<file path="src/rtl/pkt_router_pkg.sv">
// Shared constants for the multicast packet router: parameter defaults,
// table size limit and rt_cnt_out bit positions.
package pkt_router_pkg;

  localparam int unsigned DEF_PKT_BITS  = 72;
  localparam int unsigned DEF_KEY_BITS  = 32;
  localparam int unsigned DEF_KEY_LSB   = 8;
  localparam int unsigned DEF_NUM_CHANS = 8;
  localparam int unsigned DEF_NUM_RREGS = 16;

  localparam int unsigned MAX_RREGS = 64;

  localparam int unsigned CNT_DROP   = 0;
  localparam int unsigned CNT_ROUTED = 1;

endpackage

</file>
<file path="src/rtl/pkt_router_lookup.sv">
// Routing table match: masked compare against every entry, lowest-index hit
// supplies the channel mask; a miss yields an all-zero route.
module pkt_router_lookup
  import pkt_router_pkg::*;
#(
  parameter int unsigned KEY_BITS  = DEF_KEY_BITS,
  parameter int unsigned NUM_CHANS = DEF_NUM_CHANS,
  parameter int unsigned NUM_RREGS = DEF_NUM_RREGS
) (
  input  logic [KEY_BITS-1:0]            key,
  input  logic [NUM_RREGS*KEY_BITS-1:0]  reg_key,
  input  logic [NUM_RREGS*KEY_BITS-1:0]  reg_mask,
  input  logic [NUM_RREGS*NUM_CHANS-1:0] reg_route,
  output logic [NUM_CHANS-1:0]           route
);

  logic found;

  always_comb begin
    route = '0;
    found = 1'b0;
    for (int unsigned i = 0; i < NUM_RREGS; i++) begin
      if (!found && ((key & reg_mask[i*KEY_BITS +: KEY_BITS]) == reg_key[i*KEY_BITS +: KEY_BITS])) begin
        route = reg_route[i*NUM_CHANS +: NUM_CHANS];
        found = 1'b1;
      end
    end
  end

endmodule

</file>
<file path="src/rtl/pkt_router_mc.sv">
// Single-stage multicast router: table lookup at capture, atomic dispatch to
// all selected channel registers, timed drop of packets blocked too long.
module pkt_router_mc
  import pkt_router_pkg::*;
#(
  parameter int unsigned PKT_BITS  = DEF_PKT_BITS,
  parameter int unsigned KEY_BITS  = DEF_KEY_BITS,
  parameter int unsigned KEY_LSB   = DEF_KEY_LSB,
  parameter int unsigned NUM_CHANS = DEF_NUM_CHANS,
  parameter int unsigned NUM_RREGS = DEF_NUM_RREGS
) (
  input  logic                           clk,
  input  logic                           reset,
  input  logic [31:0]                    drop_wait_in,
  input  logic [NUM_RREGS*KEY_BITS-1:0]  reg_key_in,
  input  logic [NUM_RREGS*KEY_BITS-1:0]  reg_mask_in,
  input  logic [NUM_RREGS*NUM_CHANS-1:0] reg_route_in,
  input  logic [PKT_BITS-1:0]            pkt_in_data_in,
  input  logic                           pkt_in_vld_in,
  output logic                           pkt_in_rdy_out,
  output logic [NUM_CHANS*PKT_BITS-1:0]  pkt_out_data_out,
  output logic [NUM_CHANS-1:0]           pkt_out_vld_out,
  input  logic [NUM_CHANS-1:0]           pkt_out_rdy_in,
  output logic [1:0]                     rt_cnt_out
);

  logic                          l_vld;
  logic [PKT_BITS-1:0]           l_data;
  logic [NUM_CHANS-1:0]          l_route;
  logic [31:0]                   wait_cnt;
  logic [NUM_CHANS-1:0]          out_vld;
  logic [NUM_CHANS*PKT_BITS-1:0] out_data;

  logic [NUM_CHANS-1:0] route_lu;
  logic [NUM_CHANS-1:0] ch_free;
  logic                 dispatch;
  logic                 blocked;
  logic                 drop;
  logic                 accept;

  pkt_router_lookup #(
    .KEY_BITS (KEY_BITS),
    .NUM_CHANS(NUM_CHANS),
    .NUM_RREGS(NUM_RREGS)
  ) u_lookup (
    .key      (pkt_in_data_in[KEY_LSB +: KEY_BITS]),
    .reg_key  (reg_key_in),
    .reg_mask (reg_mask_in),
    .reg_route(reg_route_in),
    .route    (route_lu)
  );

  always_comb begin
    ch_free  = ~out_vld | pkt_out_rdy_in;
    dispatch = l_vld && (l_route != '0) && ((l_route & ~ch_free) == '0);
    blocked  = l_vld && (l_route != '0) && !dispatch;
    drop     = l_vld && ((l_route == '0) || (blocked && (wait_cnt == '0)));
  end

  assign pkt_in_rdy_out   = !l_vld || dispatch || drop;
  assign accept           = pkt_in_vld_in && pkt_in_rdy_out;
  assign pkt_out_vld_out  = out_vld;
  assign pkt_out_data_out = out_data;

  // Pulses are decoded from L directly; masking with reset keeps a packet
  // discarded by reset from reporting a drop or dispatch.
  assign rt_cnt_out[CNT_DROP]   = drop && !reset;
  assign rt_cnt_out[CNT_ROUTED] = dispatch && !reset;

  always_ff @(posedge clk) begin
    if (reset) begin
      l_vld    <= 1'b0;
      l_data   <= '0;
      l_route  <= '0;
      wait_cnt <= '0;
      out_vld  <= '0;
      out_data <= '0;
    end else begin
      if (accept) begin
        l_vld   <= 1'b1;
        l_data  <= pkt_in_data_in;
        l_route <= route_lu;
      end else if (dispatch || drop) begin
        l_vld <= 1'b0;
      end

      wait_cnt <= (blocked && (wait_cnt != '0)) ? wait_cnt - 32'd1 : drop_wait_in;

      for (int unsigned c = 0; c < NUM_CHANS; c++) begin
        if (dispatch && l_route[c]) begin
          out_vld[c]                         <= 1'b1;
          out_data[c*PKT_BITS +: PKT_BITS] <= l_data;
        end else if (pkt_out_rdy_in[c]) begin
          out_vld[c] <= 1'b0;
        end
      end
    end
  end

endmodule

</file>
<file path="config.mk">
export PLATFORM = sky130hd
export DESIGN_NAME = pkt_router_mc
export DESIGN_NICKNAME = d
export VERILOG_FILES = /design/src/rtl/pkt_router_pkg.sv /design/src/rtl/pkt_router_lookup.sv /design/src/rtl/pkt_router_mc.sv
export SDC_FILE = /design/constraint.sdc
export NUM_CORES = 2
export LEC_CHECK = 0
export CORE_AREA = 2 2 727 729
export DETAILED_ROUTE_END_ITERATION = 16
export DIE_AREA = 0 0 729 731
export PLACE_DENSITY = 0.31
export RECOVER_POWER = 25
export SLEW_MARGIN = 20
export SYNTH_ARGS = -nofsm -noshare
export SYNTH_HDL_FRONTEND = slang
export SYNTH_HIERARCHICAL = 1
export SYNTH_SLANG_ARGS = --single-unit
</file>
<file path="constraint.sdc">
create_clock -name clk -period 8 [get_ports clk]
set_input_delay 2 -clock clk [delete_from_list [all_inputs] [get_ports clk]]
set_output_delay 2 -clock clk [all_outputs]
set_load 0.02 [all_outputs]
</file>
==> qor.yml <==
ys_types: 77
drv_slew: 340
end_kind: "output port"
path_clk_slew_ns: 0.05
grt_max_degree: 131
hp-class: "flop to flop"
syn_avg_cell_area_um2: 7.62
h-tree-depth: 3
ant_nets: 0
cts.sinks: 697
syn-num-nets: 6100
clockRootBuffer: "clkbuf_16"
cp-start-kind: "input pin"
wl_per_cell_um: 32.3
path_depth: 7
hpwl_mm: 370
crit_family: "buffers and inverters"
layout_commonest_cell: "clkdlybuf4s50_1"
worst_pin_slew_ns: 3.00
worstPathRequired_ns: 6.00
final.setup_skew_ns: 0.146
yosys-top-cells-area: "dfxtp_1 38%, nand2_1 15%, a21oi_1 11%"
slew_headroom_pct: -100
rows: 267
die_x_um: 729
start_util_pct: 7.00
peakVddDrop_uv: 162
crit_chain: "dlygate4sd3_1 -> nand2b_1 -> o2111ai_1 -> nor2_1 -> o21ai_0 -> and3_1 -> clkdlybuf4s50_1"
grt_util_all_layers_pct: 15.9
dpl_cell_area_mm2: 0.0627
die_area_mm2: 0.533
run_status: "finished, violations left"
portBuffers: 1853
drive_above_1_share_pct: 5.57
drc: 0
setup-violations-final: 0
yosysSeqAreaShare_pct: 37.9
fin_crit_ns: 7.38
cts_setup_buffers: 0
synth_area_leader_cell: "dfxtp_1"
rr_worst_depth: 7
hold_ws_ns: 0.449
holdPathStages: 2
crit_type: "input pin to output port"
fmax_mhz: 136
grt_overflow: 0
ctsResizeCount: 0
dr_total_vias: 45400
cts_tree: "yes"
synth_edf_count: 0
tns_ns: 0
grt_pass1_vias: 42500
syn2layout_area_growth_pct: 80.8
synthFlopType: "dfxtp_1"
critPathSlowestCell: "o2111ai_1"
cts_hold_buf: 0
cp.arrival_ns: 5.38
first_pass_iters: 5
finalNonFillerCells: 13800
slowest_delay_ns: 0.90
cts_buffer_depth: 4
max_cap_violations: 7
rsz0062_at_grt: "false"
num_io_pins: 1854
cp.buffers_inverters: 2
synth_cells: 4831
final_cell_mix: "1678 x clkdlybuf4s50_1, 1500 x nand2_1, 810 x a21oi_1"
clkLatencyLatePin_ns: 0.91
synthArstFlopShare_pct: 0
ys_seq_elements: 697
synth_top_area_share_pct: 37.9
dp.cells: 13400
violations: "max-capacitance violations, max-slew violations"
p_leak_uw: 0.0224
p_per_area_mw_per_mm2: 151
drt_wl_total_mm: 445
fin_area_mm2: 0.0666
coreArea_mm2: 0.526
syn-cell-area_mm2: 0.0368
grt_pass1_wl_mm: 536
antenna_found_initial: 367
yosys_warnings: 6
numCtsBuffers: 104
hold_viol_final: 0
routabilityCongestion: 0.929
die_h_um: 731
min_period_over_period_pct: 92.2
drt_iter0_drc: 3863
viasPerCell: 3.29
finalNetCount: 7762
path_max_fanout: 6
through the flow:
stage,util (%),setup slack (ns),total power (uW)
6_report,12.7,0.622,10100
4_1_cts,12.6,1.11,10300
3_5_place_dp,11.9,0.955,5330
2_1_floorplan,-,2.54,4120
3_3_place_gp,11.9,1.03,5330
5_1_grt,12.6,0.566,10500
metal layers:
layer / vias to the layer above / part of all wire, % / GRT usage [%]
met5: - / 0.22 / 0
met4: 152 / 5.0 / 6.96
met3: 775 / 7.7 / 4.54
met2: 2374 / 48 / 27.4
met1: 21800 / 39 / 18.1
li1: 20300 / - / -
sequential cells by signal (all words and copies together) (netlist names):
register          flops
pkt_out_data_out    576
l_data               72
wait_cnt             32
l_route               8
pkt_out_vld_out       8
l_vld                 1
power breakdown:
part / internal (uW) / switching (uW) / total [uW]
Combinational: 798 / 807 / 1600
Sequential: 3500 / 121 / 3620
Clock: 2810 / 2030 / 4840
Total: 7110 / 2960 / 10100
tightest hold or removal path, stage by stage (launching register included):
cell and delay, ns:
dfxtp_1 0.30, nand2_1 0.05, a21oi_1 0.05
worst paths after layout:
path	slack [ns]	from	to
worst max register to register	1.86	l_route[2]$_SDFFE_PP0P_	pkt_out_data_out[525]$_SDFFE_PP0P_
worst min-delay path	0.45	pkt_out_data_out[120]$_SDFFE_PP0P_	pkt_out_data_out[120]$_SDFFE_PP0P_
worst min register to register	0.45	pkt_out_data_out[120]$_SDFFE_PP0P_	pkt_out_data_out[120]$_SDFFE_PP0P_
worst max-delay path	0.62	pkt_out_rdy_in[2]	rt_cnt_out[0]
cell type report:
class                   count  area [um^2]
diodes                    204          510
clock buffers             150         3020
clock inverters            36          427
fillers                 60700       460000
inverters                  38          150
multi-input cells        3686        20300
flip-flops and latches    697        14000
well taps                6994         8750
repair buffers           1966        19500
cell usage after synthesis (5+ instances only):
library cell / number
nand2_1: 1500
a21oi_1: 810
dfxtp_1: 697
and3_1: 182
xnor2_1: 179
buf_2: 153
clkbuf_1: 151
a211oi_1: 118
nand3_1: 99
a21o_1: 91
o22a_1: 89
and3b_1: 88
a21boi_0: 87
mux2i_1: 77
buf_6: 68
nand4_1: 57
nor4_1: 50
inv_1: 37
nor2_1: 27
buf_4: 26
o21ai_0: 21
nand2b_1: 19
nor3_1: 18
nor4_4: 17
nand3b_1: 14
o31ai_1: 12
o2111ai_1: 10
xor2_1: 10
nor4_2: 9
or4_1: 8
buf_12: 7
or3_1: 6
a222oi_1: 5
and2_1: 5
buf_1: 5
mux2_2: 5
o21a_1: 5
o221ai_1: 5
o22ai_1: 5
cell families (layout without fill, tap and decap cells):
logic type / after synthesis / after routing / synth area share (%)
compound gates: 1288 / 1288 / 21.2
xor+xnor: 189 / 189 / 4.49
fa+ha+maj: 2 / 2 / 0.0679
buf+inv: 448 / 2190 / 7.05
flops: 697 / 697 / 37.9
mux: 82 / 82 / 2.25
other cells: 0 / 204 / 0
simple gates: 2125 / 2125 / 27.1
No activity file was read; power rests on OpenSTA's default activity.
